File: config.mk
export PLATFORM = sky130hd
export DESIGN_NAME = bram_port_arbiter
export DESIGN_NICKNAME = d
export VERILOG_FILES = /design/src/rtl/bram_arb_pkg.sv /design/src/rtl/bram_rd_tag_pipe.sv /design/src/rtl/bram_port_arbiter.sv
export SDC_FILE = /design/constraint.sdc
export NUM_CORES = 1
export LEC_CHECK = 0
export ABC_AREA = 0
export CORE_AREA = 2 2 163 165
export DETAILED_ROUTE_END_ITERATION = 10
export DIE_AREA = 0 0 165 167
export PLACE_DENSITY = 0.52
export RECOVER_POWER = 100
export SYNTH_ARGS = -nofsm -noshare
export SYNTH_HDL_FRONTEND = slang
export SYNTH_SLANG_ARGS = --single-unit
File: constraint.sdc
create_clock -name clk -period 2.8 [get_ports clk]
set_input_delay 0.7 -clock clk [delete_from_list [all_inputs] [get_ports clk]]
set_output_delay 0.7 -clock clk [all_outputs]
set_load 0.05 [all_outputs]
File: src/rtl/bram_arb_pkg.sv
// rtl/bram_arb_pkg.sv - shared types and constants for the BRAM port arbiter
// Purpose: word/address typedefs, read-owner enum and read-tag struct used by
//          bram_port_arbiter and bram_rd_tag_pipe.
// Ports:   none (package).
package bram_arb_pkg;

  localparam int BRAM_WORDS      = 512;
  localparam int BRAM_DATA_WIDTH = 64;
  localparam int BRAM_ADDR_WIDTH = $clog2(BRAM_WORDS);

  typedef logic [BRAM_ADDR_WIDTH-1:0] t_bram_addr;
  typedef logic [BRAM_DATA_WIDTH-1:0] t_bram_data;

  typedef enum logic {
    OWN_HOST = 1'b0,
    OWN_CORE = 1'b1
  } t_bram_owner;

  typedef struct packed {
    logic        valid;
    t_bram_owner owner;
  } t_rd_tag;

endpackage

File: src/rtl/bram_rd_tag_pipe.sv
// rtl/bram_rd_tag_pipe.sv - RD_LATENCY-deep shift register of read-owner tags
// Purpose: delays the tag of each accepted read so it emerges in the same cycle
//          the BRAM presents the read data. Reset clears every stage, which
//          discards any reads still in flight.
// Ports:   clk, reset_n (async active-low)
//          tag_in  - tag of the read accepted this cycle (valid=0 when none)
//          tag_out - tag aligned with bram_rdata
module bram_rd_tag_pipe
  import bram_arb_pkg::*;
#(
  parameter int RD_LATENCY = 1
) (
  input  logic    clk,
  input  logic    reset_n,
  input  t_rd_tag tag_in,
  output t_rd_tag tag_out
);

  t_rd_tag [RD_LATENCY-1:0] stage_q;
  t_rd_tag [RD_LATENCY-1:0] stage_d;

  always_comb begin
    stage_d    = stage_q;
    stage_d[0] = tag_in;
    for (int i = 1; i < RD_LATENCY; i++) begin
      stage_d[i] = stage_q[i-1];
    end
  end

  always_ff @(posedge clk or negedge reset_n) begin
    if (!reset_n) begin
      stage_q <= '0;
    end else begin
      stage_q <= stage_d;
    end
  end

  assign tag_out = stage_q[RD_LATENCY-1];

endmodule

File: src/rtl/bram_port_arbiter.sv
// rtl/bram_port_arbiter.sv - round-robin host/core arbiter for a single-port BRAM
// Purpose: grants at most one of the host and core masters per cycle, drives the
//          BRAM directly from the winner, and steers read data back to the port
//          that issued the read.
// Ports:   clk, reset_n (async active-low)
//          h_* - host master: read/write/address/writedata in;
//                waitrequest/readdata/readdatavalid out
//          c_* - core master, same shape as h_*
//          bram_addr/bram_wren/bram_wdata out, bram_rdata in (RD_LATENCY cycles)
module bram_port_arbiter
  import bram_arb_pkg::*;
#(
  parameter int ADDR_WIDTH = 9,
  parameter int DATA_WIDTH = 64,
  parameter int RD_LATENCY = 1
) (
  input  logic                  clk,
  input  logic                  reset_n,

  input  logic                  h_read,
  input  logic                  h_write,
  input  logic [ADDR_WIDTH-1:0] h_address,
  input  logic [DATA_WIDTH-1:0] h_writedata,
  output logic                  h_waitrequest,
  output logic [DATA_WIDTH-1:0] h_readdata,
  output logic                  h_readdatavalid,

  input  logic                  c_read,
  input  logic                  c_write,
  input  logic [ADDR_WIDTH-1:0] c_address,
  input  logic [DATA_WIDTH-1:0] c_writedata,
  output logic                  c_waitrequest,
  output logic [DATA_WIDTH-1:0] c_readdata,
  output logic                  c_readdatavalid,

  output logic [ADDR_WIDTH-1:0] bram_addr,
  output logic                  bram_wren,
  output logic [DATA_WIDTH-1:0] bram_wdata,
  input  logic [DATA_WIDTH-1:0] bram_rdata
);

  t_bram_owner           last_grant_q, last_grant_d;
  logic [ADDR_WIDTH-1:0] addr_hold_q, addr_hold_d;
  logic                  h_req, c_req;
  logic                  grant_h, grant_c;
  t_rd_tag               tag_in, tag_out;

  always_comb begin
    h_req   = h_read | h_write;
    c_req   = c_read | c_write;
    grant_h = 1'b0;
    grant_c = 1'b0;
    // Grants are gated by reset_n so both masters see waitrequest=1 for the
    // whole time reset is held, whatever they are requesting.
    if (reset_n) begin
      if (h_req && (!c_req || last_grant_q == OWN_CORE)) begin
        grant_h = 1'b1;
      end else if (c_req) begin
        grant_c = 1'b1;
      end
    end

    last_grant_d = last_grant_q;
    if (grant_h) last_grant_d = OWN_HOST;
    if (grant_c) last_grant_d = OWN_CORE;

    // Idle cycles keep presenting the previous address to the BRAM.
    bram_addr = addr_hold_q;
    if (grant_h)      bram_addr = h_address;
    else if (grant_c) bram_addr = c_address;
    addr_hold_d = bram_addr;

    bram_wdata = grant_c ? c_writedata : h_writedata;
    bram_wren  = (grant_h & h_write) | (grant_c & c_write);

    // Read+write together is a write; the read half is dropped.
    tag_in.valid = (grant_h & h_read & ~h_write) | (grant_c & c_read & ~c_write);
    tag_in.owner = grant_c ? OWN_CORE : OWN_HOST;

    h_waitrequest   = ~grant_h;
    c_waitrequest   = ~grant_c;
    h_readdatavalid = tag_out.valid & (tag_out.owner == OWN_HOST);
    c_readdatavalid = tag_out.valid & (tag_out.owner == OWN_CORE);
    h_readdata      = bram_rdata;
    c_readdata      = bram_rdata;
  end

  always_ff @(posedge clk or negedge reset_n) begin
    if (!reset_n) begin
      last_grant_q <= OWN_CORE;
      addr_hold_q  <= '0;
    end else begin
      last_grant_q <= last_grant_d;
      addr_hold_q  <= addr_hold_d;
    end
  end

  bram_rd_tag_pipe #(
    .RD_LATENCY(RD_LATENCY)
  ) u_rd_tag_pipe (
    .clk    (clk),
    .reset_n(reset_n),
    .tag_in (tag_in),
    .tag_out(tag_out)
  );

endmodule

==> summary.md <==
| Metric | Value |
|---|---|
| Status | `finished, final reports clean` |
| Post-synth top area share | `between 40% and 50%` |
| Crit path max fanout | `6` |
| Worst r2r path cells | `7` |
| Slowest CP cell | `mux2_4` |
| Final worst setup slack | `0.06034 ns` |
| Layout net count | `between 500 and 600` |
| RePlAce Congestion | `0.6993` |
| Root buf cell | `clkbuf_16` |
| Remaining Overflow, GRT | `0` |
| HP Class | `input port to async pin` |
| Synthesis Warnings | `0` |
| Combinational power share | `72.4%` |
| PD cells | `394.8 nW/um^2` |
| Sw power | `around 0.8 mW` |
| PortBufs | `229` |
| Hold WS | `0.3974 ns` |
| Inserted Diodes | `0` |
| Clock power frac | `16.0%` |
| I/O pins | `422` |
| Clock skew | `0.002029 ns` |
| EDFF count, synth | `0` |
| Fin. Hold Viols | `0` |
| Period utilization | `97.85%` |
| Inst Count DP | `693` |
| GRT Total Usage | `around 7.0%` |
| M2 GR Usage | `12.16%` |
| Syn avg cell area | `approximately 9.4 sq um` |
| Largest net degree at the start of global routing | `14` |
| # fillers | `2879` |
| CTS buffer count | `3` |
| Seq/Total Area, Yosys | `12.89%` |
| Worst r2r dst | `addr_hold_q[1]` |
| Routed wire length | `11190 microns` |
| Data required, critical path | `2.10 ns` |
| Seq. cell area | `301.5 sq um` |
| CTS tree | `built` |
| Asr flop ratio synth | `100.0%` |
| Vias in the first global route | `2348` |
| Placed cell area | `4098 sq um` |
| Setup_tns | `0 ns` |
| Dominant cell type by area after synthesis | `buf_4` |
| Crit-path cells | `buf_8 > o21a_1 > and2_4 > buf_6 > buf_6 > clkbuf_16 > mux2_4 > buf_8` |
| Post-Syn Nets | `465` |
| Drt pass-1 iters | `4` |
| Cell variety after synth | `22` |
| Largest cells by area after synthesis | `buf_4 41%, mux2_2 31%, dfrtp_1 12%, a221o_1 3.9%, buf_6 2.9%` |
| Power Internal | `1.055 mW` |
| Global Route met3 Usage | `3.462%` |
| Worst R2R Setup Slack | `0.99 ns` |
| RSZ-0062 raised after global routing | `no` |
| Multi-input gate area | `1170 sq um` |
| Syn Inst Count | `approximately 250` |
| CP Launch Type | `input port` |
| Post-layout util | `18.02%` |
| Routed via count | `2229` |
| Count leader, synth | `buf_4` |
| Max-cap check violation count | `0` |
| First-pass GRT wire length | `14320 microns` |
| ANT nets after route | `0` |
| Synth top cells by count | `128 x buf_4, 64 x mux2_2, 11 x dfrtp_1` |
| DRT iter0 DRCs | `36` |
| Relative slew margins | `60.25%` |
| Clock tree sinks | `12` |
| Tmin final | `2.740 ns` |
| Finished Cell Area | `4642 sq um` |
| Switching share of power | `42.45%` |
| Share of cells above drive strength 1 | `roughly 48%` |
| Worst r2r src | `last_grant_q` |
| DR DRC count | `0` |
| CP endpoint kind | `output port` |
| Vias per cell | `3.135` |
| Hold Buf Count CTS | `0` |
| Worst Max-Slew Pin Slew | `0.5963 ns` |
| Fin cells | `between 700 and 800` |
| Overall power | `1.832 mW` |
| Crit. Startpoint | `c_read` |
| M1 GR Usage | `7.290%` |
| GRT busiest layer | `met2` |
| Detail Placement HPWL | `8158 microns` |
| Synthesized flop and latch total | `12` |
| Initial Utilization | `9.077%` |
| Syn-to-layout area delta | `98.50%` |
| Die Y | `about 170 microns` |
| Core Rows | `59` |
| Kind of critical path | `input port to output port` |
| DP Worst Slack | `-0.3089 ns` |
| Fmax | `365.0 MHz` |
| WL per Instance | `15.74 microns` |
| Die width | `165 microns` |
| DIE AREA | `27560 sq um` |
| Leak Pwr | `1.956 nW` |
| Slowest stage delay, CP | `0.32 ns` |
| Seq pwr share | `11.7%` |
| Setup violators final | `0` |
| Critical path arrival | `2.04 ns` |
| Initial antenna violation count | `0` |
| Clock Path Buffers | `2` |
| Top FF cell, synth | `dfrtp_1` |
| Clk_lat worst skew | `0.24 ns` |
| Clock-pin slew on the worst setup and hold paths | `around 0.05 ns` |
| H-tree levels | `1` |
| Floorplan core area | `25760 sq um` |
| Fin. max-slew vios | `0` |
| Synthesized cell area | `2338 sq um` |
| Max IR drop VDD | `0.0001513 V` |
-- power by group through the flow --
stage / registers [mW] / clock network (mW) / logic [mW]
2_1_floorplan: 0.213 / 0 / 1.16
3_3_place_gp: 0.216 / 0 / 1.21
3_5_place_dp: 0.216 / 0 / 1.21
4_1_cts: 0.214 / 0.307 / 1.45
5_1_grt: 0.217 / 0.319 / 1.39
6_report: 0.214 / 0.293 / 1.33
-- layer usage --
layer,vias to the layer above,share of wire (%)
met3,35,15
met4,2,2.2
met2,213,48
met1,998,35
met5,-,0.30
li1,981,-
-- cell families after synthesis --
group | synth area share (%)
flops | 12.89
compound gates | 7.009
mux | 30.82
simple gates | 4.334
buf+inv | 44.94
-- area by class of cell --
type	instances	area share [%]
tap	335	9.030
sequential	12	6.496
inverter	1	0.08086
clock buffer	4	1.914
timing repair buffer	261	57.28
multi-input combinational	98	25.20
-- cells in the final DEF (no fill, tap or decap), types with 2 or more instances in the layout --
cell | netlist | final
buf_16 | 0 | 2
buf_12 | 0 | 5
mux2_4 | 0 | 46
o21a_1 | 4 | 4
buf_8 | 0 | 7
clkbuf_4 | 0 | 11
clkdlybuf4s50_1 | 0 | 146
clkbuf_2 | 0 | 4
buf_4 | 128 | 31
and3_1 | 9 | 9
dfrtp_1 | 11 | 11
dlygate4sd3_1 | 0 | 2
clkbuf_16 | 0 | 4
buf_6 | 6 | 48
clkbuf_1 | 1 | 3
nor2b_1 | 2 | 2
a221o_1 | 9 | 9
mux2_2 | 64 | 18
-- worst max-delay path: cells and delay by family --
family	cells	cell delay [ns]
AND/OR/NAND/NOR	1	0.16
buffers and inverters	5	0.66
AO/OA/AOI/OAI	1	0.19
multiplexers	1	0.32
-- state kept, by name, indices dropped and copies added, names as in the netlist --
name                   cells
u_rd_tag_pipe.tag_out      2
addr_hold_q                9
last_grant_q               1
-- worst max path at each step --
stage          slack (ns)  cells past startpoint        endpoint
5_1_grt             0.004                      8  bram_wdata[19]
6_report             0.06                      8  bram_wdata[19]
4_1_cts             -0.04                      9  bram_wdata[35]
3_3_place_gp        -0.34                      6  bram_wdata[25]
3_5_place_dp        -0.31                      6    bram_addr[1]
2_1_floorplan        0.18                      6    bram_addr[0]
-- timing repair --
item | CTS | global route
pin swaps | 12 | 4
setup endpoints to repair | 75 | 56
resized for setup | 140 | 32
gates cloned | 5 | 1
setup buffers | 9 | 1
Power figures use the tool's default switching activity.
